===== src/rtl/logIP_pkg.sv =====
// Shared types for the logIP capture path.
// Holds the readback state encoding used by mmu_ring.
package logIP_pkg;

    typedef enum logic [1:0] {IDLE, ISSUE, HOLD} mmu_ring_state_t;

endpackage


===== src/rtl/ramif.sv =====
// Single-port sample RAM with a registered, enable-gated read port.
// q_o holds its value between reads; only q_o is reset, not the array.
module ramif #(
    parameter int WIDTH = 32,
    parameter int DEPTH = 5
) (
    input  logic             clk_i,
    input  logic             rst_in,
    input  logic             en_i,
    input  logic             we_i,
    input  logic [DEPTH-1:0] addr_i,
    input  logic [WIDTH-1:0] d_i,
    output logic [WIDTH-1:0] q_o
);

    logic [WIDTH-1:0] mem [2**DEPTH];

    always_ff @(posedge clk_i) begin
        if (en_i && we_i) begin
            mem[addr_i] <= d_i;
        end
    end

    always_ff @(posedge clk_i or negedge rst_in) begin
        if (!rst_in) begin
            q_o <= '0;
        end else if (en_i && !we_i) begin
            q_o <= mem[addr_i];
        end
    end

endmodule


===== src/rtl/mmu_ring.sv =====
// Circular sample buffer: wrap-around capture, newest-first streaming readback.
// Define MMU_OLDEST_FIRST_EN to stream the requested window oldest first instead.
module mmu_ring
    import logIP_pkg::*;
#(
    parameter int WIDTH = 32,
    parameter int DEPTH = 5
) (
    input  logic             clk_i,
    input  logic             rst_in,
    input  logic             clr_i,
    input  logic             mem_wrt_i,
    input  logic [WIDTH-1:0] mem_i,
    input  logic             rd_start_i,
    input  logic [DEPTH:0]   rd_cnt_i,
    output logic [WIDTH-1:0] mem_o,
    output logic             mem_valid_o,
    input  logic             mem_ready_i,
    output logic             rd_busy_o,
    output logic [DEPTH:0]   fill_o,
    output logic             wrapped_o
);

    localparam logic [DEPTH:0] FULL = {1'b1, {DEPTH{1'b0}}};

    mmu_ring_state_t  state;
    logic [DEPTH-1:0] wr_ptr;
    logic [DEPTH-1:0] rd_ptr;
    logic [DEPTH:0]   remaining;
    logic [DEPTH:0]   fill;
    logic             wrapped;
    logic             valid;
    logic             busy;

    logic             wr_acc;
    logic             rd_go;
    logic             rd_issue;
    logic [DEPTH-1:0] wr_ptr_nxt;
    logic [DEPTH:0]   fill_nxt;
    logic [DEPTH:0]   rd_n;
    logic [DEPTH-1:0] rd_ptr_start;
    logic [DEPTH-1:0] rd_ptr_step;
    logic             ram_en;
    logic             ram_we;
    logic [DEPTH-1:0] ram_addr;
    logic [WIDTH-1:0] ram_q;

    // Writes are only accepted in IDLE; the read window is clamped to what the
    // buffer holds after a same-cycle write, so that sample is read first.
    always_comb begin
        wr_acc     = mem_wrt_i && (state == IDLE) && !clr_i;
        wr_ptr_nxt = wr_ptr + DEPTH'(wr_acc);
        fill_nxt   = (wr_acc && fill != FULL) ? fill + (DEPTH+1)'(1) : fill;
        rd_n       = (rd_cnt_i < fill_nxt) ? rd_cnt_i : fill_nxt;
        rd_go      = rd_start_i && (state == IDLE) && !clr_i && (rd_n != '0);
        rd_issue   = (state == ISSUE) && !clr_i;
        ram_en     = wr_acc || rd_issue;
        ram_we     = wr_acc;
        ram_addr   = (state == ISSUE) ? rd_ptr : wr_ptr;
`ifdef MMU_OLDEST_FIRST_EN
        rd_ptr_start = wr_ptr_nxt - rd_n[DEPTH-1:0];
        rd_ptr_step  = rd_ptr + DEPTH'(1);
`else
        rd_ptr_start = wr_ptr_nxt - DEPTH'(1);
        rd_ptr_step  = rd_ptr - DEPTH'(1);
`endif
    end

    always_ff @(posedge clk_i or negedge rst_in) begin
        if (!rst_in) begin
            state     <= IDLE;
            wr_ptr    <= '0;
            rd_ptr    <= '0;
            remaining <= '0;
            fill      <= '0;
            wrapped   <= 1'b0;
            valid     <= 1'b0;
            busy      <= 1'b0;
        end else if (clr_i) begin
            state     <= IDLE;
            wr_ptr    <= '0;
            rd_ptr    <= '0;
            remaining <= '0;
            fill      <= '0;
            wrapped   <= 1'b0;
            valid     <= 1'b0;
            busy      <= 1'b0;
        end else begin
            case (state)
                IDLE: begin
                    wr_ptr <= wr_ptr_nxt;
                    fill   <= fill_nxt;
                    if (wr_acc && fill == FULL) begin
                        wrapped <= 1'b1;
                    end
                    if (rd_go) begin
                        rd_ptr    <= rd_ptr_start;
                        remaining <= rd_n;
                        state     <= ISSUE;
                        busy      <= 1'b1;
                    end
                end
                ISSUE: begin
                    rd_ptr    <= rd_ptr_step;
                    remaining <= remaining - (DEPTH+1)'(1);
                    state     <= HOLD;
                    valid     <= 1'b1;
                end
                HOLD: begin
                    if (mem_ready_i) begin
                        valid <= 1'b0;
                        if (remaining != '0) begin
                            state <= ISSUE;
                        end else begin
                            state <= IDLE;
                            busy  <= 1'b0;
                        end
                    end
                end
                default: begin
                    state <= IDLE;
                    valid <= 1'b0;
                    busy  <= 1'b0;
                end
            endcase
        end
    end

    ramif #(
        .WIDTH(WIDTH),
        .DEPTH(DEPTH)
    ) i_ramif (
        .clk_i (clk_i),
        .rst_in(rst_in),
        .en_i  (ram_en),
        .we_i  (ram_we),
        .addr_i(ram_addr),
        .d_i   (mem_i),
        .q_o   (ram_q)
    );

    assign mem_o       = ram_q;
    assign mem_valid_o = valid;
    assign rd_busy_o   = busy;
    assign fill_o      = fill;
    assign wrapped_o   = wrapped;

endmodule


===== config.mk =====
export PLATFORM = sky130hd
export DESIGN_NAME = mmu_ring
export DESIGN_NICKNAME = d
export VERILOG_FILES = /design/src/rtl/logIP_pkg.sv /design/src/rtl/ramif.sv /design/src/rtl/mmu_ring.sv
export SDC_FILE = /design/constraint.sdc
export NUM_CORES = 1
export LEC_CHECK = 0
export BUFFER_PORTS_ARGS = -buffer_cell sky130_fd_sc_hd__buf_2
export CAP_MARGIN = 0
export CORE_ASPECT_RATIO = 0.9
export CORE_UTILIZATION = 35
export DETAILED_ROUTE_END_ITERATION = 12
export PLACE_DENSITY = 0.5
export SKIP_LAST_GASP = 1
export SLEW_MARGIN = 20
export SYNTH_ARGS = -nofsm -noshare
export SYNTH_HDL_FRONTEND = slang
export SYNTH_HIERARCHICAL = 1
export SYNTH_SLANG_ARGS = --single-unit

===== constraint.sdc =====
create_clock -name clk_i -period 4.1 [get_ports clk_i]
set_input_delay 1.23 -clock clk_i [delete_from_list [all_inputs] [get_ports clk_i]]
set_output_delay 1.23 -clock clk_i [all_outputs]
set_load 0.01 [all_outputs]

==> impl_metrics.json <==
{
  "hold_viol": 0,
  "die_w_microns": 370,
  "clockBufferDepth": 3,
  "dpl.hpwl_microns": 70200,
  "critPathCaptureType": "flip-flop",
  "gr-total-overflow": 0,
  "htree_levels": 3,
  "ff2ff_setup_slack_ns": 0.20,
  "layout.nets": 2584,
  "wl_met3_microns": 6120,
  "period_share": 0.951,
  "yosysTopAreaCellShare": 0.722,
  "grt_max_degree": 51,
  "required_ns": 4.46,
  "synth.avg_cell_area_sq_um": 18.6,
  "drt-met1-wl_microns": 52100,
  "cts_resized": 0,
  "slew_viol_final": 0,
  "layout_commonest_cell": "edfxtp_1",
  "cts_setup_buffers": 0,
  "drc": 10,
  "hp-class": "reg -> reg",
  "instances_no_fill": 4224,
  "finalSetupTns_ns": 0,
  "p_int_uw": 19200,
  "synthCells": 2288,
  "synth_area_leader_cell": "edfxtp_1",
  "hold_path_depth": 2,
  "gp_congestion": 0.854,
  "yosysWarningCount": 6,
  "synth-edff-count": 1024,
  "violations": "DRC",
  "async_flop_share": 0.0545,
  "clk_pin_slew_ns": 0.06,
  "clock_latency_ns": 0.73,
  "power.density_nw_per_um2": 499,
  "postSynthNetCount": 2342,
  "synthFlopType": "edfxtp_1",
  "grt_setup_unrepaired": "false",
  "drive_gt1_frac": 0.232,
  "worstRegToRegCells": 7,
  "portBuffers": 84,
  "worst_pin_slew_ns": 1.17,
  "wl_per_cell_microns": 27.4,
  "max_freq_mhz": 257,
  "mostFrequentLayoutCells": "1024 x edfxtp_1, 285 x mux2i_1, 121 x buf_4",
  "utilization": 0.416,
  "crit_chain": "nand2b_1, nand2_1, nand2_1, nor2_4, nand2_1, nor2_4, buf_4",
  "synth-seq-cells": 1083,
  "vdd_drop_max_uv": 378,
  "drv_cap": 0,
  "drt_iter0_drc": 2254,
  "power.switching_uw": 5910,
  "yosys-top-cells-area": "edfxtp_1 72%, mux2i_1 6.7%, mux4_2 6.2%",
  "ios": 85,
  "grt_pass1_wl_microns": 166000,
  "num_rows": 121,
  "routed.top_layer": "met5",
  "wl_met2_microns": 55300,
  "grt_usage": 0.188,
  "design.core.area_sq_um": 121000,
  "crit_arrival_ns": 4.26,
  "critPathLaunchType": "flip-flop",
  "path_max_fanout": 24,
  "skew_ns": 0.0340,
  "die_y_microns": 333,
  "outcome": "finished, violations left",
  "min_from": "i_ramif/q_o[31]$_DFFE_PN0P_",
  "period_needed_ns": 3.90,
  "cts_buffers": 110,
  "clockRootBuffer": "clkbuf_16",
  "final_antenna_net_count": 0,
  "combPwrFrac": 0.095,
  "cts_sinks": 1083,
  "postRouteWirelength_microns": 116000,
  "grt_pass1_vias": 22800,
  "r2r-end": "i_ramif/mem[19][27]$_DFFE_PP_",
  "netlist_area_sq_um": 42600,
  "timing.hold.ws_ns": 0.494,
  "switching_share": 0.235,
  "clkPwrFrac": 0.408,
  "synth_cell_types": 71,
  "viasPerCell": 5.36,
  "seqPwrFrac": 0.497,
  "area_growth_pct": 18.0,
  "vias": 22700,
  "cts_tree": "built",
  "placedCellCount": 4017,
  "crit_slowest_cell": "nor2_4",
  "critPathKind": "reg -> reg",
  "worstReg2RegStart": "state[1]$_DFFE_PN0P_",
  "finalPower_uw": 25100,
  "setup_viol": 0,
  "power.leakage_uw": 0.0156,
  "drtPass1Iterations": 10,
  "yosysSeqAreaShare": 0.757,
  "cp_top_family": "simple AND/OR/NAND/NOR gates",
  "cts_hold_buffers": 0,
  "initial_core_util": 0.352,
  "fp.dieArea_sq_um": 123000,
  "path_buf_inv": 1,
  "slew_headroom": 0.216,
  "crit_top_cell": "nand2_1",
  "max_stage_delay_ns": 1.05,
  "antenna_found_initial": 3,
  "holdPathEnd": "i_ramif/q_o[31]$_DFFE_PN0P_"
}
==> state kept, by name, indices dropped and copies added, names as in the netlist <==
signal,flops
remaining,6
state,2
mem_valid_o,1
i_ramif/q_o,32
rd_busy_o,1
wr_ptr,5
i_ramif/mem,1024
fill_o,6
rd_ptr,5
wrapped_o,1
==> area by class of cell <==
cell class | count | area, sq um
fillers | 10700 | 70600
flip-flops and latches | 1083 | 32200
multi-input cells | 1065 | 9800
clock buffers | 140 | 3010
repair buffers | 258 | 2400
well taps | 1599 | 2000
clock inverters | 66 | 734
inverters | 12 | 45.0
diodes | 1 | 2.50
==> power groups by stage <==
stage	sequential (uW)	combinational [uW]	clock, uW
finish	12500	2380	10200
global route	12500	2570	10900
CTS	12500	2410	10500
detailed placement	12700	2410	0
global placement	12700	2390	0
floorplan	12700	1430	0
==> synthesized netlist by cell type (7+ instances only) <==
cell type	instances
buf_6	19
mux4_2	117
nand2b_1	20
o21ai_0	47
mux2_2	7
o22a_1	11
o211ai_1	8
clkbuf_1	30
buf_4	32
a21oi_1	25
a211oi_1	12
ha_1	10
o2111ai_1	8
dfrtp_1	59
nand2_1	64
a31oi_1	35
mux2i_1	285
o22ai_1	87
nor2_1	113
a32oi_1	11
nor4_1	10
nor3_1	25
nor2b_1	10
or3_1	8
xnor2_1	8
buf_2	42
a211o_1	7
a311oi_1	7
a22oi_1	24
nand3_1	36
inv_1	11
edfxtp_1	1024
==> cells by family (layout without fill, tap and decap cells) <==
| group | Yosys count | in the layout | synth area share |
|---|---|---|---|
| simple gates | 330 | 330 | 0.0391 |
| buf+inv | 140 | 476 | 0.0199 |
| xor+xnor | 14 | 14 | 0.00288 |
| fa+ha+maj | 10 | 10 | 0.00294 |
| other cells | 0 | 1 | 0 |
| flops | 1083 | 1083 | 0.757 |
| mux | 409 | 409 | 0.131 |
| compound gates | 302 | 302 | 0.0475 |
==> worst register-to-register path, stage by stage, from the launching register on <==
cell      delay [ns]
dfrtp_1         0.52
nand2b_1        0.31
nand2_1         0.12
nand2_1         0.38
nor2_4          1.06
nand2_1         0.53
nor2_4          0.26
buf_4           0.37
==> how the worst max path moves through the flow <==
stage | startpoint | endpoint | slack (ns) | cells after the start
floorplan | clr_i | i_ramif/mem[8][0]$_DFFE_PP_ | -0.29 | 7
global placement | clr_i | remaining[2]$_DFFE_PN0P_ | -0.24 | 11
detailed placement | clr_i | remaining[0]$_DFFE_PN0P_ | -0.24 | 15
CTS | state[1]$_DFFE_PN0P_ | i_ramif/mem[17][17]$_DFFE_PP_ | 0.27 | 7
global route | state[0]$_DFFE_PN0P_ | i_ramif/mem[19][17]$_DFFE_PP_ | 0.10 | 7
finish | state[1]$_DFFE_PN0P_ | i_ramif/mem[19][27]$_DFFE_PP_ | 0.20 | 7
==> through the flow <==
stage / area [sq um] / worst slack (ns)
3_5_place_dp: 46500 / -0.238
2_1_floorplan: 42600 / -0.295
4_1_cts: 50200 / 0.267
6_report: 50200 / 0.202
5_1_grt: 50200 / 0.102
3_3_place_gp: 46500 / -0.235
==> routing by layer <==
| layer | vias up | global-route usage |
|---|---|---|
| met3 | 160 | 0.0319 |
| li1 | 9809 | - |
| met5 | - | 0 |
| met4 | 2 | 0.0444 |
| met2 | 673 | 0.302 |
| met1 | 12000 | 0.266 |
Note: power is estimated with default switching activity, not from simulation.
